===== src/rtl/forward_arbiter_pkg.sv =====
// Shared types and constants for the forward arbiter: session state encoding,
// default stream widths and the round-robin pointer advance helper.
package forward_arbiter_pkg;

    typedef enum logic [1:0] {
        IDLE  = 2'd0,
        XFER  = 2'd1,
        DRAIN = 2'd2
    } fwd_state_t;

    localparam int FWD_DATA_W = 64;
    localparam int FWD_KEEP_W = 8;

    function automatic int unsigned rr_next(input int unsigned idx, input int unsigned ports);
        return (idx + 1 >= ports) ? 0 : idx + 1;
    endfunction

endpackage


===== src/rtl/forward_arbiter_rr_picker.sv =====
// Combinational round-robin search: first set request at or after rr_ptr,
// scanning upward with wrap-around.
module rr_picker #(
    parameter int PORT_NUM = 4,
    parameter int SEL_W    = $clog2(PORT_NUM)
) (
    input  logic [PORT_NUM-1:0] req,
    input  logic [SEL_W-1:0]    rr_ptr,
    output logic [SEL_W-1:0]    idx,
    output logic                valid
);

    int k;

    // Scan from the farthest offset down so the nearest requester is written last and wins.
    always_comb begin
        idx   = '0;
        valid = 1'b0;
        k     = 0;
        for (int i = PORT_NUM - 1; i >= 0; i--) begin
            k = (int'(rr_ptr) + i) % PORT_NUM;
            if (req[k[SEL_W-1:0]]) begin
                idx   = k[SEL_W-1:0];
                valid = 1'b1;
            end
        end
    end

endmodule


===== src/rtl/forward_arbiter.sv =====
// Round-robin session arbiter: grants one forwarder at a time and muxes its stream
// onto a registered output. Optional idle timeout enabled by FWD_ARB_TIMEOUT_EN.
module forward_arbiter
    import forward_arbiter_pkg::*;
#(
    parameter int PORT_NUM    = 4,
    parameter int DATA_W      = FWD_DATA_W,
    parameter int TIMEOUT_CYC = 1024
) (
    input  logic                         i_clk,
    input  logic                         i_rst,
    input  logic [PORT_NUM-1:0]          i_forward_req,
    output logic [PORT_NUM-1:0]          o_forward_resp,
    input  logic [PORT_NUM-1:0]          i_forward_finish,
    input  logic [PORT_NUM-1:0]          s_axis_tvalid,
    input  logic [PORT_NUM*DATA_W-1:0]   s_axis_tdata,
    input  logic [PORT_NUM-1:0]          s_axis_tlast,
    input  logic [PORT_NUM*DATA_W/8-1:0] s_axis_tkeep,
    input  logic [PORT_NUM-1:0]          s_axis_tuser,
    output logic [PORT_NUM-1:0]          s_axis_tready,
    output logic                         m_axis_tvalid,
    output logic [DATA_W-1:0]            m_axis_tdata,
    output logic                         m_axis_tlast,
    output logic [DATA_W/8-1:0]          m_axis_tkeep,
    output logic                         m_axis_tuser,
    input  logic                         m_axis_tready,
    output logic                         o_busy
`ifdef FWD_ARB_TIMEOUT_EN
    ,
    output logic                         o_timeout
`endif
);

    localparam int SEL_W  = $clog2(PORT_NUM);
    localparam int KEEP_W = DATA_W / 8;

    fwd_state_t        state;
    logic [SEL_W-1:0]  sel;
    logic [SEL_W-1:0]  rr_ptr;
    logic [SEL_W-1:0]  pick_idx;
    logic              pick_valid;
    logic              out_slot;
    logic              accept;
    logic              timeout_hit;

    rr_picker #(
        .PORT_NUM (PORT_NUM),
        .SEL_W    (SEL_W)
    ) u_picker (
        .req    (i_forward_req),
        .rr_ptr (rr_ptr),
        .idx    (pick_idx),
        .valid  (pick_valid)
    );

    assign out_slot = !m_axis_tvalid || m_axis_tready;
    assign accept   = (state == XFER) && s_axis_tvalid[sel] && out_slot;
    assign o_busy   = (state != IDLE);

    // NOTE: default every output first so no path through the block leaves one unassigned (latch).
    always_comb begin
        s_axis_tready = '0;
        if (state == XFER) begin
            s_axis_tready[sel] = out_slot;
        end
    end

    // NOTE: registers take <= so each one samples pre-edge values regardless of statement order.
    always_ff @(posedge i_clk) begin
        if (i_rst) begin
            state          <= IDLE;
            sel            <= '0;
            rr_ptr         <= '0;
            o_forward_resp <= '0;
        end else begin
            o_forward_resp <= '0;
            case (state)
                IDLE: begin
                    if (pick_valid) begin
                        sel            <= pick_idx;
                        rr_ptr         <= SEL_W'(rr_next(int'(pick_idx), PORT_NUM));
                        o_forward_resp <= PORT_NUM'(1) << pick_idx;
                        state          <= XFER;
                    end
                end
                XFER: begin
                    if (accept && s_axis_tlast[sel] && i_forward_finish[sel]) begin
                        state <= DRAIN;
                    end else if (timeout_hit) begin
                        state <= DRAIN;
                    end
                end
                DRAIN: begin
                    if (out_slot) begin
                        state <= IDLE;
                    end
                end
                default: state <= IDLE;
            endcase
        end
    end

    // NOTE: the output payload is reset too, because it is visible on the port after reset.
    always_ff @(posedge i_clk) begin
        if (i_rst) begin
            m_axis_tvalid <= 1'b0;
            m_axis_tdata  <= '0;
            m_axis_tlast  <= 1'b0;
            m_axis_tkeep  <= '0;
            m_axis_tuser  <= 1'b0;
        end else if (accept) begin
            m_axis_tvalid <= 1'b1;
            m_axis_tdata  <= s_axis_tdata[int'(sel)*DATA_W +: DATA_W];
            m_axis_tlast  <= s_axis_tlast[sel];
            m_axis_tkeep  <= s_axis_tkeep[int'(sel)*KEEP_W +: KEEP_W];
            m_axis_tuser  <= s_axis_tuser[sel];
        end else if (m_axis_tready) begin
            m_axis_tvalid <= 1'b0;
        end
    end

`ifdef FWD_ARB_TIMEOUT_EN
    logic [15:0] idle_cnt;
    logic        mid_pkt;

    // The cycle that would bring the count to TIMEOUT_CYC is the one that ends the session.
    assign timeout_hit = (state == XFER) && !accept && !mid_pkt &&
                         (idle_cnt >= 16'(TIMEOUT_CYC - 1));

    always_ff @(posedge i_clk) begin
        if (i_rst) begin
            idle_cnt  <= '0;
            mid_pkt   <= 1'b0;
            o_timeout <= 1'b0;
        end else begin
            if (state == IDLE && pick_valid) begin
                idle_cnt <= '0;
                mid_pkt  <= 1'b0;
            end else if (accept) begin
                idle_cnt <= '0;
                mid_pkt  <= !s_axis_tlast[sel];
            end else if (state == XFER && idle_cnt != '1) begin
                idle_cnt <= idle_cnt + 16'd1;
            end
            if (timeout_hit) begin
                o_timeout <= 1'b1;
            end
        end
    end
`else
    assign timeout_hit = 1'b0;
`endif

endmodule


===== config.mk =====
export PLATFORM = sky130hd
export DESIGN_NAME = forward_arbiter
export DESIGN_NICKNAME = d
export VERILOG_FILES = /design/src/rtl/forward_arbiter_pkg.sv /design/src/rtl/forward_arbiter_rr_picker.sv /design/src/rtl/forward_arbiter.sv
export SDC_FILE = /design/constraint.sdc
export NUM_CORES = 1
export LEC_CHECK = 0
export ABC_CLOCK_PERIOD_IN_PS = 1620
export BUFFER_PORTS_ARGS = -buffer_cell sky130_fd_sc_hd__buf_2
export CAP_MARGIN = 20
export CORE_AREA = 2 2 153 155
export CTS_CLUSTER_SIZE = 10
export DETAILED_ROUTE_END_ITERATION = 8
export DIE_AREA = 0 0 155 157
export SETUP_SLACK_MARGIN = 0.1
export SLEW_MARGIN = 10
export SYNTH_ARGS = -nofsm -noshare
export SYNTH_HDL_FRONTEND = slang
export SYNTH_HIERARCHICAL = 1
export SYNTH_SLANG_ARGS = --single-unit

===== constraint.sdc =====
create_clock -name i_clk -period 1.62 [get_ports i_clk]
set_input_delay 0 -clock i_clk [delete_from_list [all_inputs] [get_ports i_clk]]
set_output_delay 0 -clock i_clk [all_outputs]
set_load 0.01 [all_outputs]

==> results.toml <==
[yosys]
synth-seq-cells = 85
ys_types = 25
yosys_warnings = 6
synth_xor_area_frac = 0
synth-compound-area-share = 0.00870
yosysSeqAreaShare = 0.303
synth_mux_area_frac = 0.446
async_reset_ff_frac = 0
syn_nets = 788
synth_top_family_by_area = "multiplexers"
synth_cells = 476
synth_area_sq_mm = 0.00561
synth_edf_count = 0
syn_avg_cell_area_sq_um = 11.8
yosys.area_share.simple = 0.198
synthAdderAreaFrac = 0.00223
ys.flop_type = "dfxtp_1"

[sta]
worst_slack_ns = 0.000997
hold_viol_final = 0
holdWs_ns = 0.108
tightestPinTransition_ns = 0.343
slew_headroom = 0.771
timing.fmax_mhz = 618
fin_crit_ns = 1.62
rsz0062_at_grt = "yes"
fin_crit_sh = 0.999
slew_viol_final = 0
setup_violations = 0
clock_skew_ns = 0.00837

[placement]
hpwl_mm = 15.3
io_buffer_count = 394
place_area_sq_mm = 0.00809
gp_congestion = 0.811
post-place-ws_ns = -0.0351
place_inst = 1143

[setup_path]
cp_common_cell = "buf_12"
worst-setup-path-type = "register to register"
crit_arrival_ns = 1.84
critPathSlowestCell = "mux4_2"
cp_max_fo = 9
start_kind = "register"
endpoint_kind = "register"
slowest_delay_ns = 0.51
cp_cell_sequence = "buf_4, buf_12, buf_12, buf_16, mux4_2, nand2b_1, mux2i_1"
critPathRequiredTime_ns = 1.84

[clocking]
tritoncts = "built"
cts_buffer_depth = 2
clock_latency_ns = 0.34
htreeDepth = 3
cts_sinks = 85
clk_pin_slew_worst_paths_ns = 0.07
cts-root-buf = "clkbuf_16"
cts_buffers = 9

[drt]
firstDrtPassIters = 4
routed-via-count = 5484
vias_per_cell = 4.59
drc = 0
ant_nets = 0
routedWlPerCell_um = 17.6
routed_wl_mm = 21.1
drt_iter0_drc = 228

[die]
coreArea_sq_mm = 0.0225
std_cell_rows = 55
io_pins = 395
die_area_sq_mm = 0.0243
start_util = 0.249
die_h_um = 157
die_width_um = 155

[global_route]
grt-ovfl-total = 0
grt_max_degree = 99
busiest_layer = "met2"
gr-usage-met3 = 0.0350
antenna_found_initial = 2
grt_usage = 0.159
grt_pass1_wl_mm = 29.9
first_global_vias = 5600
grtUsageMet2 = 0.286
grt_util_met1 = 0.193

[finish]
regArea_sq_mm = 0.00171
layout-drive-gt1-share = 0.618
area_growth_pct = 61.4
fin_cells = 1195
multi_input_area_sq_mm = 0.00370
fillers = 2242
nNetsFinal = 1216
stdcell_area_sq_mm = 0.00905

[power]
finalPower_mw = 7.24
power.density_mw_per_mm2 = 800
ir_drop_mv = 0.351
leakage_nw = 4.44

[hold_path]
min-delay-path-class = "primary input to register"

[status]
status = "complete, no violations"

[job]
cap_violations = 0
==> sequential cells by signal (all words and copies together) (netlist names) <==
signal,cells
m_axis_tdata,64
m_axis_tkeep,8
o_forward_resp,4
rr_ptr,2
sel,2
state,2
m_axis_tlast,1
m_axis_tuser,1
m_axis_tvalid,1
==> cell usage in the layout, fill, tap and decap left out, types with 5 or more instances in the layout <==
cell and n:
buf_2 393, nand2b_1 151, dfxtp_1 82, mux2i_1 79
mux4_2 76, buf_4 27, clkbuf_16 15, buf_12 15
nor2_1 14, buf_16 9, nand2_1 5, buf_6 5
==> report_power, final <==
| part | switching [mW] | internal (mW) | total [mW] |
|---|---|---|---|
| clock | 0.870 | 1.13 | 2.00 |
| combinational | 1.15 | 1.67 | 2.82 |
| sequential | 0.122 | 2.31 | 2.43 |
==> worst max-delay path, delay by kind of cell, from the launching register on <==
kind                   cells  cell delay, ns
multiplexers               2            0.57
AND/OR/NAND/NOR            1            0.09
flip-flops                 1            0.36
buffers and inverters      4            0.48
==> cells by family (layout without fill, tap and decap cells) <==
family	Yosys count	count (layout)
AND/OR/NAND/NOR	185	185
multiplexers	155	155
flip-flops	85	85
buffers and inverters	44	477
AO/OA/AOI/OAI	6	6
adder cells (fa/ha/maj)	1	1
other	0	1
==> per-stage QoR <==
stage	util	TNS, ns
after floorplan	-	0
after global placement	0.359	0
after detailed placement	0.359	-0.657
after CTS	0.394	-0.118
after global routing	0.402	-3.02
final	0.402	0
==> cell usage after synthesis (2+ instances only) <==
cell / n / share of area
nand2b_1: 151 / 0.17
dfxtp_1: 85 / 0.30
mux2i_1: 79 / 0.14
mux4_2: 76 / 0.31
clkbuf_1: 23 / 0.015
nor2_1: 16 / 0.011
buf_2: 10 / 0.0089
nand2_1: 6 / 0.0040
buf_4: 5 / 0.0067
buf_6: 5 / 0.010
nand3_1: 3 / 0.0027
nor3b_1: 3 / 0.0040
a21oi_1: 2 / 0.0018
==> worst paths after layout <==
path	startpoint	end	slack, ns	depth (start not counted)
worst max-delay path	sel[0]	m_axis_tdata[44]	0.001	7
worst max register to register	sel[0]	m_axis_tdata[44]	0.001	7
worst min-delay path	i_forward_req[0]	o_forward_resp[2]	0.11	4
worst min register to register	m_axis_tdata[40]	m_axis_tdata[40]	0.47	2
==> timing repair <==
item	4_1_cts	5_1_grt
gates cloned	8	6
gates resized for setup	22	12
hold buffers	1	0
pin swaps	0	1
setup endpoints to repair	80	80
hold endpoints to repair	1	0
buffers inserted	18	5
==> final cells by class <==
type	instances	area share
well taps	285	0.0394
clock inverters	4	0.00359
multi-input cells	347	0.408
repair buffers	460	0.331
diodes	1	0.000276
flip-flops and latches	85	0.189
clock buffers	12	0.0283
inverters	1	0.000415
==> metal layers <==
metal / up-vias / part of all wire
met2: 223 / 0.51
li1: 2599 / -
met5: - / 0.00052
met1: 2641 / 0.42
met4: 2 / 0.015
met3: 19 / 0.059
Note: power is estimated with default switching activity, not from simulation.
